File: config.mk
export PLATFORM = sky130hd
export DESIGN_NAME = tap_controller
export DESIGN_NICKNAME = d
export VERILOG_FILES = /design/src/rtl/tap_pkg.sv /design/src/rtl/tap_controller.sv
export SDC_FILE = /design/constraint.sdc
export NUM_CORES = 1
export LEC_CHECK = 0
export BUFFER_PORTS_ARGS = -buffer_cell sky130_fd_sc_hd__buf_2
export CAP_MARGIN = 0
export CORE_AREA = 3 3 40 42
export DETAILED_ROUTE_END_ITERATION = 10
export DIE_AREA = 0 0 43 45
export GPL_ROUTABILITY_DRIVEN = 0
export SETUP_SLACK_MARGIN = 0.05
export SYNTH_ARGS = -nofsm -noshare
export SYNTH_HDL_FRONTEND = slang
export SYNTH_SLANG_ARGS = --single-unit
File: constraint.sdc
create_clock -name TCK -period 2.92 [get_ports TCK]
set_clock_uncertainty 0.1 [all_clocks]
set_input_delay 0.146 -clock TCK [delete_from_list [all_inputs] [get_ports TCK]]
set_output_delay 0.146 -clock TCK [all_outputs]
set_load 0.05 [all_outputs]
File: src/rtl/tap_pkg.sv
// tap_pkg: shared definitions for the IEEE 1149.1 TAP controller.
//   - tap_state_e     : 4-bit TAP state type carrying the fixed state codes
//   - TAP_RESET_STATE : state forced by TRST (Test-Logic-Reset)
//   - tap_next        : next-state function (state, TMS) -> state
//   - in_dr_column    : true for Select-DR-Scan .. Update-DR
//   - in_ir_column    : true for Select-IR-Scan .. Update-IR
package tap_pkg;

    typedef enum logic [3:0] {
        StExit2Dr        = 4'h0,
        StExit1Dr        = 4'h1,
        StShiftDr        = 4'h2,
        StPauseDr        = 4'h3,
        StSelectIr       = 4'h4,
        StUpdateDr       = 4'h5,
        StCaptureDr      = 4'h6,
        StSelectDr       = 4'h7,
        StExit2Ir        = 4'h8,
        StExit1Ir        = 4'h9,
        StShiftIr        = 4'hA,
        StPauseIr        = 4'hB,
        StRunIdle        = 4'hC,
        StUpdateIr       = 4'hD,
        StCaptureIr      = 4'hE,
        StTestLogicReset = 4'hF
    } tap_state_e;

    localparam tap_state_e TAP_RESET_STATE = StTestLogicReset;

    function automatic tap_state_e tap_next(input tap_state_e s, input logic tms);
        tap_state_e n;
        case (s)
            StTestLogicReset: n = tms ? StTestLogicReset : StRunIdle;
            StRunIdle:        n = tms ? StSelectDr       : StRunIdle;
            StSelectDr:       n = tms ? StSelectIr       : StCaptureDr;
            StSelectIr:       n = tms ? StTestLogicReset : StCaptureIr;
            StCaptureDr:      n = tms ? StExit1Dr        : StShiftDr;
            StShiftDr:        n = tms ? StExit1Dr        : StShiftDr;
            StExit1Dr:        n = tms ? StUpdateDr       : StPauseDr;
            StPauseDr:        n = tms ? StExit2Dr        : StPauseDr;
            StExit2Dr:        n = tms ? StUpdateDr       : StShiftDr;
            StUpdateDr:       n = tms ? StSelectDr       : StRunIdle;
            StCaptureIr:      n = tms ? StExit1Ir        : StShiftIr;
            StShiftIr:        n = tms ? StExit1Ir        : StShiftIr;
            StExit1Ir:        n = tms ? StUpdateIr       : StPauseIr;
            StPauseIr:        n = tms ? StExit2Ir        : StPauseIr;
            StExit2Ir:        n = tms ? StUpdateIr       : StShiftIr;
            StUpdateIr:       n = tms ? StSelectDr       : StRunIdle;
            default:          n = TAP_RESET_STATE;
        endcase
        return n;
    endfunction

    function automatic logic in_dr_column(input tap_state_e s);
        return s inside {StSelectDr, StCaptureDr, StShiftDr, StExit1Dr,
                         StPauseDr, StExit2Dr, StUpdateDr};
    endfunction

    function automatic logic in_ir_column(input tap_state_e s);
        return s inside {StSelectIr, StCaptureIr, StShiftIr, StExit1Ir,
                         StPauseIr, StExit2Ir, StUpdateIr};
    endfunction

endpackage

File: src/rtl/tap_controller.sv
// tap_controller: IEEE 1149.1 TAP state machine (16-state Moore FSM on TCK/TMS).
// Every output is a register loaded from a decode of the next state, so each
// output is valid in the same cycle as the state it describes and is glitch-free.
//
// Ports:
//   TCK             in   test clock, rising edge active
//   TRST            in   asynchronous active-high reset to Test-Logic-Reset
//   TMS             in   test mode select
//   ENABLE          out  1 = DR column, 0 = IR column; holds in TLR/RTI
//   SHIFT           out  register clock-enable (Capture-xR, Shift-xR)
//   MODE_SHIFT_LOAD out  0 = parallel load, 1 = serial shift (Shift-xR only)
//   UPDATE          out  high in Update-xR
//   TDO_EN          out  high in Shift-DR / Shift-IR
//   TLR             out  high in Test-Logic-Reset
//   STATE[3:0]      out  registered state code; only when TAP_STATE_OUT_EN is defined
//
// Build option: define TAP_STATE_OUT_EN to expose the STATE port.
module tap_controller
    import tap_pkg::*;
(
    input  logic       TCK,
    input  logic       TRST,
    input  logic       TMS,
    output logic       ENABLE,
    output logic       SHIFT,
    output logic       MODE_SHIFT_LOAD,
    output logic       UPDATE,
    output logic       TDO_EN,
    output logic       TLR
`ifdef TAP_STATE_OUT_EN
    ,
    output logic [3:0] STATE
`endif
);

    tap_state_e state_q;
    tap_state_e state_d;
    logic       enable_d;

    always_comb begin
        state_d = tap_next(state_q, TMS);
    end

    // Column select only changes when entering a column; TLR and RTI keep it.
    always_comb begin
        enable_d = ENABLE;
        if (in_dr_column(state_d)) begin
            enable_d = 1'b1;
        end else if (in_ir_column(state_d)) begin
            enable_d = 1'b0;
        end
    end

    always_ff @(posedge TCK or posedge TRST) begin
        if (TRST) begin
            state_q         <= TAP_RESET_STATE;
            ENABLE          <= 1'b0;
            SHIFT           <= 1'b0;
            MODE_SHIFT_LOAD <= 1'b0;
            UPDATE          <= 1'b0;
            TDO_EN          <= 1'b0;
            TLR             <= 1'b1;
        end else begin
            state_q         <= state_d;
            ENABLE          <= enable_d;
            SHIFT           <= state_d inside {StCaptureDr, StShiftDr, StCaptureIr, StShiftIr};
            MODE_SHIFT_LOAD <= state_d inside {StShiftDr, StShiftIr};
            UPDATE          <= state_d inside {StUpdateDr, StUpdateIr};
            TDO_EN          <= state_d inside {StShiftDr, StShiftIr};
            TLR             <= (state_d == StTestLogicReset);
        end
    end

`ifdef TAP_STATE_OUT_EN
    assign STATE = state_q;
`endif

endmodule
# After elaboration in Yosys (flattened, before gate mapping)
# Cells that the tools add are included.
[op_classes]
muxes = 15
reduce_logical = 11
eq_ne = 29
[op_table]
columns = ["operator", "n"]
rows = [
  ["$eq 4x4->1 const B", 15],
  ["$pmux 4 s12", 1],
  ["$eq 4x3->1 const B", 8],
  ["$eq 4x2->1 const B", 4],
  ["$reduce_bool 7->1", 2],
  ["$mux 2", 6],
  ["$mux 3", 4],
  ["$eq 4x1->1 const B", 2],
  ["$logic_not 4->1", 2],
  ["$reduce_bool 2->1", 3],
  ["$mux 4", 1],
  ["$reduce_bool 4->1", 1],
  ["$reduce_or 2->1", 2],
  ["$mux 1", 3],
  ["$reduce_or 3->1", 1],
]
[totals]
out_inout_bits = 6
in_bits = 3
reg_bits = 9
wordCells = 61

# Depth between registers and ports, before layout
[logic_depth]
ltp_word = 7
ltp_mapped = 4
ltp_nobuf = 3

# Worst setup path before layout
# Ideal clock, no wire load.
[synth_timing]
path_kind = "reg-to-reg"
from = "register, netlist name ENABLE"
to = "register ENABLE"
n_path_buf = 0
period_less_slack_ps = 1359
required_time_ps = 2716
setup_ps = 104
setup_slack_ps = 1561
path_stages_with_launch = 4
t_arrival_ps = 1155
cell_sequence = "dfrtp_1 a211o_1 o21ai_0 a221oi_1"
[synth_lines]
columns = ["element", "line_no", "text"]
rows = [
  ["end signal: assignment", "tap_controller.sv:65", "ENABLE <= enable_d;"],
  ["end: declaration", "tap_controller.sv:24", "output logic ENABLE,"],
]

# Worst setup path in the final report
[layout_timing]
from = "register state_q[1]"
to = "register state_q[1]"
[layout_via]
elab_chain_len = 3
word_cells_on_any_way = 20
cone_classes = "eq/ne (15); mux (1); reduce/logical (4)"
[layout_lines]
columns = ["element", "line_no", "text"]
rows = [
  ["start: declaration", "tap_controller.sv:36", "tap_state_e state_q;"],
  ["start signal: assignment", "tap_controller.sv:64", "state_q <= state_d;"],
  ["$eq 4x4->1 (tied with other cells)", "tap_pkg.sv:32", "case (s)"],
  ["$reduce_or 3->1 (no line) / $reduce_or 2->1 (equally long branches)", "--", ""],
  ["$pmux 4 s12 *", "tap_pkg.sv:32", ""],
  ["via state_d[1]", "tap_controller.sv:37", "tap_state_e state_d;"],
]
# Mark *: on every way through the listed nets, which the timed path passes. The rest lies on a longest branch.
# A chain may end at the register's enable or synchronous reset.

==> summary.txt <==
Clocking
  • Post-CTS Hold Fix Bufs: 1
  • Post-CTS Setup Inserts: 0
  • CTS tree: yes
  • TritonCTS Buffers: 3
  • H-tree levels: 1
  • Worst-skew pair later-pin latency: 260 ps
  • Buffers from clock root to sink, at most: 2
  • Root Buffer: clkbuf_4
  • Clock Pin Slew Worst Setup and Hold Paths: about 60 ps
  • Sink Count: 9
  • Cts repair resizes: 0

Min path
  • Worst hold stages: 2
  • Hold WC Path Type: in -> reg
  • Hold Path Sink: SHIFT$_DFF_PP0_
  • Hold Crit Start: TMS

STA
  • Setup TNS: 0 ps
  • Final min period: 1440 ps
  • Setup slack after layout: between 1000 and 1500 ps
  • Endpoints failing setup: 0
  • Relative slew slack: 77.4%
  • Worst-Margin Slew: roughly 340 ps
  • Final Hold Viols: 0
  • Fraction of the cycle the final worst path needs: between 40% and 50%
  • Final Max Slew Viols: 0
  • Max Fclk: 0.693 GHz
  • Worst hold slack: around 95 ps
  • RSZ-0062 raised after global routing: false

Logic synthesis
  • Area share of the largest cell type after synthesis: 27.1%
  • Distinct cells, synth: 26
  • Part of the Yosys area used for sequential elements: 47.7%
  • Main synth FF type: dfstp_2
  • Synth warnings: 0
  • XOR/XNOR Fraction of Synth Area: 0%
  • Most instantiated cells after synthesis: dfstp_2, nand2_1, a21oi_1, dfrtp_1
  • Post-synth EDFFs: 0
  • Cells after Synth: 49
  • Area contributors post-synth: dfstp_2, dfrtp_1, a21oi_1
  • Synth Area in Adders: 0%
  • Largest family of logic cells by synthesized area: compound AO/OA/AOI/OAI gates
  • Mapped cell area: 485 um2
  • Simple-gate share of the synthesized area: 18.0%
  • Syn_area_per_cell: 9.91 um2
  • Asr flop ratio synth: 100%
  • Synth Area in Compound Gates: 21.1%
  • Synthesized flop and latch total: 9
  • Leading area contributor after synthesis: dfstp_2
  • Mux contribution to synthesized area: 2.32%
  • Net count after synthesis: 52

Floorplanning
  • Cell Rows: 13
  • Core area: 1280 um2
  • Die Width: 43 um
  • Ports: 9
  • Initial core utilization: a little under two fifths
  • Die Y: 45 um
  • Die ar.: 1940 um2

Critical path
  • Crit Path Max Fanout: 12
  • Element type at the critical path end: flop
  • WP data required: approximately 3000 ps
  • Reg-to-reg startpoint: state_q[1]$_DFF_PP1_
  • Crit path cell chain: mux2_2 > a211o_1
  • Worst path max stage delay: 630 ps
  • Reg2Reg Setup Slack: ~1500 ps
  • Reg-to-Reg End: state_q[1]$_DFF_PP1_
  • Cell count of the worst reg-to-reg path: 2
  • Critical Path AT: 1530 ps
  • Critical path's slowest cell: dfstp_2
  • Setup crit start kind: flop
  • Crit path kind: reg -> reg

Pwr
  • Reg power frac: 42.9%
  • Clock network power share: 14.8%
  • Cell Pwr Density: 1220 nW/um2
  • Total power draw: 0.660 mW
  • Leak pwr: between 0.2 and 0.3 nW
  • VDD IR-drop max: 0.384 mV
  • Net Sw Frac: 45.7%
  • Internal: 0.359 mW
  • Comb power frac: 42.3%
  • Sw power: just over 0.3 mW

Detailed routing
  • TritonRoute pass-1 iters: 4
  • Routed Antenna Nets: 0
  • DRC Markers: 0
  • Routed vias/inst: about 5.2
  • WL/cell: ~12 um
  • Drt total wl: 873 um
  • Via count: 370
  • Initial DRC Count: 7

Global route
  • GR Util All Layers: 9.91%
  • Initial antenna violation count: 0
  • Total gr overflow: 0
  • First-pass GRT wire length: 1390 um
  • Vias in the first global route: 319
  • Pin count of the biggest net entering global routing: 13

Place
  • Post-placement cell area: around 500 um2
  • Post-DP HPWL: around 560 um
  • Placed insts: between 60 and 70
  • Buffers on Ports: 8
  • Place WS: ~1500 ps

Cells and area
  • Diodes inserted: 0
  • Non-filler cells, final: 71
  • Util after Layout: 42.0%
  • Share of layout cells above drive strength 1: 33.9%
  • Nets: 60
  • Syn-to-layout area delta: 11.1%
  • Design area: around 540 um2

Status
  • Status: finished clean

Job
  • Max-Cap Viols: 0
-- state kept, by name, indices dropped and copies added, names as in the netlist --
register,cells
ENABLE,1
TLR,1
state_q,4
TDO_EN,1
SHIFT,1
UPDATE,1
-- critical path: cells and delay by family (launching register included) --
kind	cells	cell delay [ps]
flops	1	630
mux	1	350
compound gates	1	290
-- layout make-up --
| class | count | area [um2] |
|---|---|---|
| fill | 133 | 746 |
| clock buffer | 4 | 26.3 |
| tap | 15 | 18.8 |
| multi-input combinational | 31 | 201 |
| inverter | 3 | 11.3 |
| timing repair buffer | 9 | 50.0 |
| sequential | 9 | 231 |
-- worst max path at each step --
stage,cells past startpoint,start,slack (ps),to
floorplan,3,ENABLE$_DFFE_PP0P_,1560,ENABLE$_DFFE_PP0P_
global placement,2,state_q[1]$_DFF_PP1_,1510,state_q[1]$_DFF_PP1_
detailed placement,2,state_q[1]$_DFF_PP1_,1490,state_q[1]$_DFF_PP1_
CTS,2,state_q[1]$_DFF_PP1_,1480,state_q[1]$_DFF_PP1_
global route,2,state_q[1]$_DFF_PP1_,1440,state_q[1]$_DFF_PP1_
finish,2,state_q[1]$_DFF_PP1_,1480,state_q[1]$_DFF_PP1_
-- kinds of logic (layout without fill, tap and decap cells) --
logic type / after synthesis / count (layout)
AO/OA/AOI/OAI: 15 / 15
buffers and inverters: 9 / 16
flip-flops: 9 / 9
multiplexers: 1 / 1
AND/OR/NAND/NOR: 15 / 15
-- layout by cell type, fill, tap and decap left out --
cell type / instances
a211o_1: 2
a21bo_2: 1
a21boi_0: 1
a21oi_1: 4
a221oi_1: 1
a22o_1: 1
and4b_1: 1
buf_2: 8
clkbuf_1: 1
clkbuf_4: 3
dfrtp_1: 4
dfstp_2: 5
dlygate4sd3_1: 1
inv_1: 3
mux2_2: 1
nand2_1: 5
nand2b_1: 1
nand3_1: 2
nor2_1: 1
nor2b_1: 1
nor2b_4: 1
nor3_1: 1
nor3b_1: 1
o211ai_1: 1
o21a_1: 1
o21ai_0: 3
or3_1: 1
-- power by group through the flow --
stage                     sequential (mW)  clock (mW)  combinational (mW)
after CTS                           0.280      0.0982               0.282
after global routing                0.294       0.108               0.304
final                               0.283      0.0980               0.279
after global placement              0.280           0               0.279
after detailed placement            0.282           0               0.279
after floorplan                     0.306           0               0.229
-- per-layer routing --
metal	wire length, um	vias to the layer above	track usage, %	part of all wire, %
met5	0	-	0	0
met2	403	7	12.9	46
met1	416	177	13.3	48
li1	-	184	-	-
met4	9	0	7.23	1.0
met3	43	2	3.59	4.9
Note: power is estimated with default switching activity, not from simulation.
